## src/rtl/vmc_pkg.sv

```systemverilog
// Shared types and constants for the vending controller.
package vmc_pkg;

  typedef enum logic [1:0] {
    IDLE   = 2'd0,
    CREDIT = 2'd1,
    VEND   = 2'd2,
    CHANGE = 2'd3
  } vmc_state_e;

  // Coin denominations
  localparam int unsigned COIN_VAL_1  = 1;
  localparam int unsigned COIN_VAL_2  = 2;
  localparam int unsigned COIN_VAL_5  = 5;
  localparam int unsigned COIN_VAL_10 = 10;

  // Bit positions inside the one-hot change_coin output {10,5,2,1}
  localparam int unsigned COIN_BIT_1  = 0;
  localparam int unsigned COIN_BIT_2  = 1;
  localparam int unsigned COIN_BIT_5  = 2;
  localparam int unsigned COIN_BIT_10 = 3;

endpackage

```

## src/rtl/vmc_change_gen.sv

```systemverilog
// Greedy change selector: picks the largest coin not exceeding the remainder.
module vmc_change_gen
  import vmc_pkg::*;
#(
  parameter int unsigned CREDIT_W = 8
) (
  input  logic [CREDIT_W-1:0] remain_i,
  output logic [3:0]          coin_o,
  output logic [CREDIT_W-1:0] value_o
);

  // Largest-denomination-first selection; zero remainder yields no coin
  always_comb begin
    coin_o  = '0;
    value_o = '0;
    if (remain_i >= CREDIT_W'(COIN_VAL_10)) begin
      coin_o[COIN_BIT_10] = 1'b1;
      value_o             = CREDIT_W'(COIN_VAL_10);
    end else if (remain_i >= CREDIT_W'(COIN_VAL_5)) begin
      coin_o[COIN_BIT_5] = 1'b1;
      value_o            = CREDIT_W'(COIN_VAL_5);
    end else if (remain_i >= CREDIT_W'(COIN_VAL_2)) begin
      coin_o[COIN_BIT_2] = 1'b1;
      value_o            = CREDIT_W'(COIN_VAL_2);
    end else if (remain_i >= CREDIT_W'(COIN_VAL_1)) begin
      coin_o[COIN_BIT_1] = 1'b1;
      value_o            = CREDIT_W'(COIN_VAL_1);
    end
  end

endmodule

```

## src/rtl/vend_ctrl_param.sv

```systemverilog
// Vending controller: coin accumulation, product vend and greedy change payout.
module vend_ctrl_param
  import vmc_pkg::*;
#(
  parameter int unsigned                     NUM_ITEMS  = 4,
  parameter int unsigned                     CREDIT_W   = 8,
  parameter logic [NUM_ITEMS*CREDIT_W-1:0]   PRICES     = {8'd20, 8'd15, 8'd10, 8'd5},
  parameter int unsigned                     CREDIT_MAX = 50,
  localparam int unsigned                    IDX_W      = (NUM_ITEMS > 1) ? $clog2(NUM_ITEMS) : 1
) (
  input  logic                clk,
  input  logic                rst,
  input  logic                coin_01rs,
  input  logic                coin_02rs,
  input  logic                coin_05rs,
  input  logic                coin_10rs,
  input  logic                sel_valid,
  input  logic [IDX_W-1:0]    sel_item,
  input  logic                cancel,
  output logic                vend,
  output logic [IDX_W-1:0]    vend_item,
  output logic [3:0]          change_coin,
  output logic                change_done,
  output logic [CREDIT_W-1:0] credit,
  output logic                busy,
  output logic                coin_reject,
  output logic                short
);

  localparam int unsigned SW = CREDIT_W + 2;

  if (((64'(CREDIT_MAX) + 64'd10) >> CREDIT_W) != 64'd0) begin : g_width_check
    $error("CREDIT_MAX+10 does not fit in CREDIT_W bits");
  end

  vmc_state_e          state_q, state_d;
  logic [CREDIT_W-1:0] credit_q, credit_d;
  logic [IDX_W-1:0]    item_q, item_d;
  logic                reject_q, reject_d;
  logic                short_q, short_d;

  logic [4:0]          coin_sum;
  logic                coin_any;
  logic [SW-1:0]       total;
  logic [CREDIT_W-1:0] price;
  logic                item_ok;
  logic [3:0]          gen_coin;
  logic [CREDIT_W-1:0] gen_value;

  vmc_change_gen #(
    .CREDIT_W (CREDIT_W)
  ) u_change_gen (
    .remain_i (credit_q),
    .coin_o   (gen_coin),
    .value_o  (gen_value)
  );

  // Sum of coins inserted this cycle and the resulting tentative credit
  always_comb begin
    coin_sum = '0;
    if (coin_01rs) coin_sum = coin_sum + 5'(COIN_VAL_1);
    if (coin_02rs) coin_sum = coin_sum + 5'(COIN_VAL_2);
    if (coin_05rs) coin_sum = coin_sum + 5'(COIN_VAL_5);
    if (coin_10rs) coin_sum = coin_sum + 5'(COIN_VAL_10);
    coin_any = coin_01rs | coin_02rs | coin_05rs | coin_10rs;
    total    = SW'(credit_q) + SW'(coin_sum);
  end

  // Price lookup; out-of-range selections leave item_ok low
  always_comb begin
    price   = '0;
    item_ok = 1'b0;
    for (int unsigned i = 0; i < NUM_ITEMS; i++) begin
      if (sel_item == IDX_W'(i)) begin
        item_ok = 1'b1;
        price   = PRICES[i*CREDIT_W +: CREDIT_W];
      end
    end
  end

  // State, credit and pulse registers with synchronous active-low reset
  always_ff @(posedge clk) begin
    if (!rst) begin
      state_q  <= IDLE;
      credit_q <= '0;
      item_q   <= '0;
      reject_q <= 1'b0;
      short_q  <= 1'b0;
    end else begin
      state_q  <= state_d;
      credit_q <= credit_d;
      item_q   <= item_d;
      reject_q <= reject_d;
      short_q  <= short_d;
    end
  end

  // Next-state logic: cancel beats select, select beats coins
  always_comb begin
    state_d  = state_q;
    credit_d = credit_q;
    item_d   = item_q;
    reject_d = 1'b0;
    short_d  = 1'b0;
    unique case (state_q)
      IDLE, CREDIT: begin
        if (cancel && (state_q == CREDIT)) begin
          state_d  = CHANGE;
          reject_d = coin_any;
        end else if (sel_valid && item_ok && (credit_q >= price)) begin
          state_d  = VEND;
          credit_d = credit_q - price;
          item_d   = sel_item;
          reject_d = coin_any;
        end else begin
          short_d = sel_valid && item_ok;
          if (coin_any) begin
            if (total > SW'(CREDIT_MAX)) begin
              reject_d = 1'b1;
            end else begin
              credit_d = total[CREDIT_W-1:0];
              state_d  = CREDIT;
            end
          end
        end
      end
      VEND: begin
        reject_d = coin_any;
        state_d  = (credit_q != '0) ? CHANGE : IDLE;
      end
      CHANGE: begin
        reject_d = coin_any;
        credit_d = credit_q - gen_value;
        if (credit_d == '0) state_d = IDLE;
      end
      default: state_d = IDLE;
    endcase
  end

  // Output decode from registered state
  always_comb begin
    vend        = (state_q == VEND);
    vend_item   = vend ? item_q : '0;
    busy        = (state_q == VEND) || (state_q == CHANGE);
    change_coin = (state_q == CHANGE) ? gen_coin : '0;
    change_done = (state_q == CHANGE) && (credit_q == gen_value);
    credit      = credit_q;
    coin_reject = reject_q;
    short       = short_q;
  end

endmodule

```

## config.mk

```make
export PLATFORM = sky130hd
export DESIGN_NAME = vend_ctrl_param
export DESIGN_NICKNAME = d
export VERILOG_FILES = /design/src/rtl/vmc_pkg.sv /design/src/rtl/vmc_change_gen.sv /design/src/rtl/vend_ctrl_param.sv
export SDC_FILE = /design/constraint.sdc
export NUM_CORES = 1
export LEC_CHECK = 0
export CORE_MARGIN = 1.5
export CORE_UTILIZATION = 30
export DETAILED_ROUTE_END_ITERATION = 16
export GPL_TIMING_DRIVEN = 0
export SLEW_MARGIN = 25
export SYNTH_ARGS = -nofsm -noshare
export SYNTH_HDL_FRONTEND = slang
export SYNTH_SLANG_ARGS = --single-unit
```

## constraint.sdc

```tcl
create_clock -name clk -period 9.9 [get_ports clk]
set_input_delay 1.98 -clock clk [delete_from_list [all_inputs] [get_ports clk]]
set_output_delay 1.98 -clock clk [all_outputs]
set_load 0.05 [all_outputs]
```

==> summary.txt <==
Synthesis
  • Area contributors post-synth: dfxtp_1 (14%), ha_1 (12%), nand2_1 (5.6%)
  • Area leader, netlist: dfxtp_1
  • Proportion of synthesized chip area in sequential cells: about 14%
  • Synth Warn #: 0
  • Post-Syn Area per Cell: between 7 and 8 um^2
  • Fraction of registers with async set or reset after synthesis: 0%
  • Proportion of netlist area held by the largest area contributor: between 10% and 20%
  • Net count after synthesis: about 290
  • Flip-flop and latch count after synthesis: 14
  • Synth unique cells: 60
  • Post-synthesis cell area: between 0.0015 and 0.002 mm^2
  • Post-synth top flop: dfxtp_1
  • Syn Inst Count: 257
  • EDFF count, synth: 0

Detailed routing
  • Drt drc: 0
  • DRT Wirelength: 5430 um
  • Drt via density: roughly 5.4
  • Length of the first detailed-routing pass in iterations: 4
  • Number of nets with antenna violations after routing: 0
  • Number of DRC violations after detailed-routing iteration 0: between 150 and 200
  • Overall via count from detail_route: between 1500 and 2000
  • WL/cell: about 15 um

Placement
  • Count of input and output buffers: 28
  • Dpl hpwl: between 4000 and 5000 um
  • Final estimated routing congestion in global placement: between 0.9 and 1
  • Worst slack at placement: ~3.9 ns

STA
  • Worst-Margin Slew: around 0.64 ns
  • Setup repair after global routing missed its margin: false
  • Post-Route Skew: around 0.0025 ns
  • Post-Route Setup TNS: 0 ns
  • Total setup violations reported at the end of the flow: 0
  • Worst relative slew slack: a little under three fifths
  • Final Cycle Share: 58.8%
  • Hold Violations, Final: 0
  • Final WS setup: around 4.1 ns
  • Maximum clock rate: about 170 MHz
  • Slew Viols, Final: 0
  • Tmin final: roughly 5.8 ns

Worst setup path
  • CP Class: input port to register
  • Reg-to-reg critical path startpoint: credit[5]
  • Crit path arrival time: 6.00 ns
  • Critical-path maximum fanout: 7
  • Critical path endpoint category: register
  • Top cell by count, worst path: ha_1
  • Cells traversed along the worst timing path: clkdlybuf4s50_1, inv_1, ha_1, nand2_1, o21ai_0, ha_1, mux2_2, ha_1, buf_6, xor2_1, nor3b_1, a2111oi_1, o311ai_1, a31oi_2, nor4_1, mux2i_1
  • Slowest-stage cell, CP: clkdlybuf4s50_1
  • Critical Path Max Stage Delay: between 0.5 and 0.6 ns
  • Required time reported for the critical path endpoint: 10.08 ns
  • Kind of start point of the critical path: input port
  • Critical path origin: coin_01rs

Layout
  • Leading cell types in the layout, fill and taps excluded: nand2_1 (29), clkdlybuf4s50_1 (28), nor2_1 (20)
  • Most common cell after layout, fill and taps aside: nand2_1
  • # diodes: 0
  • Layout cells sized above 1: approximately 8.3%
  • Number of filler instances in the final layout: slightly below 700
  • Growth of design area from synthesis to finish: 21.3%
  • Final Net Count: around 320

Global route
  • Fraction of met1 tracks used by global routing: between 20 and 25%
  • Congestion Overflow GR: 0
  • First-pass GRT wire length: 8770 um
  • Met2 usage: between 20 and 30%
  • Via count of the first global-routing pass: around 1800
  • Antenna violations before repair: 0
  • Largest net degree at the start of global routing: 13
  • GRT busiest layer: met2
  • Met3 layer usage reported by global route: 1.38%
  • GRT Total Usage: between 15 and 20%

Die
  • Effective utilization at floorplan: between 30% and 40%
  • Number of I/O pins: 29
  • Total die area: about 0.0070 mm^2
  • Vert. Die Dim: ~84 um
  • Row cnt: 29
  • Die width: ~84 um
  • Area of the core: around 0.0063 mm^2

Power
  • Worst IR Drop VDD: roughly 0.12 mV
  • Pwr Density: ~310 mW/mm^2
  • Leakage: 0.950 nW

CTS
  • Resized cells post-CTS: 0
  • Clock tree buffer depth: 2
  • CTS buffer count: 3
  • Count of buffers added by post-CTS timing repair for setup: 0
  • CTS HTree Levels: 1
  • # hold bufs at CTS: 0
  • CTS tree: yes
  • Clock insertion delay at the later pin of the skew report: between 0.2 and 0.3 ns
  • Clock Tree Root: clkbuf_8
  • Number of clock sinks: 14
  • Clk pin slew, worst setup/hold paths: 0.07 ns

Worst hold path
  • Start point of the worst min-delay path: item_q[1]
  • Type of the worst min-delay path: register to register

Outcome
  • Status: completed

Run
  • Maxcap violations: 0
-- flip-flops by register name, summed over array words and instances (netlist names) --
name,count
credit,8
item_q,2
state_q,2
coin_reject,1
short,1
-- area by class of cell --
class | count | area, um^2 | area share [%]
Clock buffer | 3 | 41.3 | 1.74
Tap cell | 77 | 96.3 | 4.05
Timing Repair Buffer | 28 | 280 | 11.8
Buffer | 15 | 116 | 4.90
Sequential cell | 14 | 280 | 11.8
Multi-Input combinational cell | 214 | 1510 | 63.5
Inverter | 14 | 52.6 | 2.21
-- per-layer routing --
metal / wire, um / part of all wire [%]
met2: 2500 / 46
met1: 2550 / 47
met3: 264 / 4.9
met4: 111 / 2.0
met5: 0 / 0
-- cell usage after synthesis, drive strengths merged (2+ instances only) --
cell,number
xor2,4
a21o,3
o41ai,3
and3,4
xnor2,4
nor3,11
inv,14
dfxtp,14
o21ai,17
ha,19
fa,3
a21oi,9
nor4,5
buf,4
nand3b,2
nor3b,3
clkbuf,11
o21a,3
and2,7
a31oi,3
o311a,2
nor2,21
o2111ai,2
mux2i,7
o211ai,5
o311ai,5
nand3,6
nand2,29
or2,2
nand4,5
a21boi,4
o211a,2
nor2b,7
nand2b,3
-- through the flow --
| step | power [mW] | instances | hold slack [ns] | cell area [um^2] | util, % |
|---|---|---|---|---|---|
| finish | 0.742 | 365 | 0.461 | 2380 | 37.6 |
| global route | 0.805 | 365 | 0.497 | 2380 | 37.6 |
| CTS | 0.738 | 365 | 0.463 | 2380 | 37.6 |
| detailed placement | 0.683 | 362 | 0.455 | 2330 | 37.0 |
| global placement | 0.680 | 362 | 0.452 | 2330 | 37.0 |
| floorplan | 0.544 | 257 | 0.439 | 1960 | - |
-- final timing paths --
| kind | endpoint | slack (ns) | depth (start not counted) |
|---|---|---|---|
| setup / recovery | credit[6] | 4.08 | 16 |
| hold / removal | item_q[1] | 0.46 | 2 |
| setup reg to reg | state_q[0] | 6.05 | 13 |
| hold reg to reg | item_q[1] | 0.46 | 2 |
-- logic make-up after synthesis --
group	Yosys count	synth area share (%)
xor gates and xnor gates	8	3.58
AOI/OAI and AO/OA	68	25.0
muxes	8	4.15
adders and majority gates	22	15.2
DFF	14	14.3
and+or+nand+nor	108	29.1
buffers and inverters	29	8.63
-- where the power goes --
| group | internal (mW) | switching, mW |
|---|---|---|
| Clock | 0.0271 | 0.0251 |
| Sequential | 0.0763 | 0.0238 |
| Combinational | 0.235 | 0.355 |
-- critical path: cells and delay by family --
family	cells	cell delay, ns
AO/OA/AOI/OAI	4	0.95
XOR/XNOR	1	0.15
adder cells (fa/ha/maj)	3	0.90
buffers and inverters	3	0.71
multiplexers	2	0.52
AND/OR/NAND/NOR	3	0.80
(Power assumes the default switching activity.)
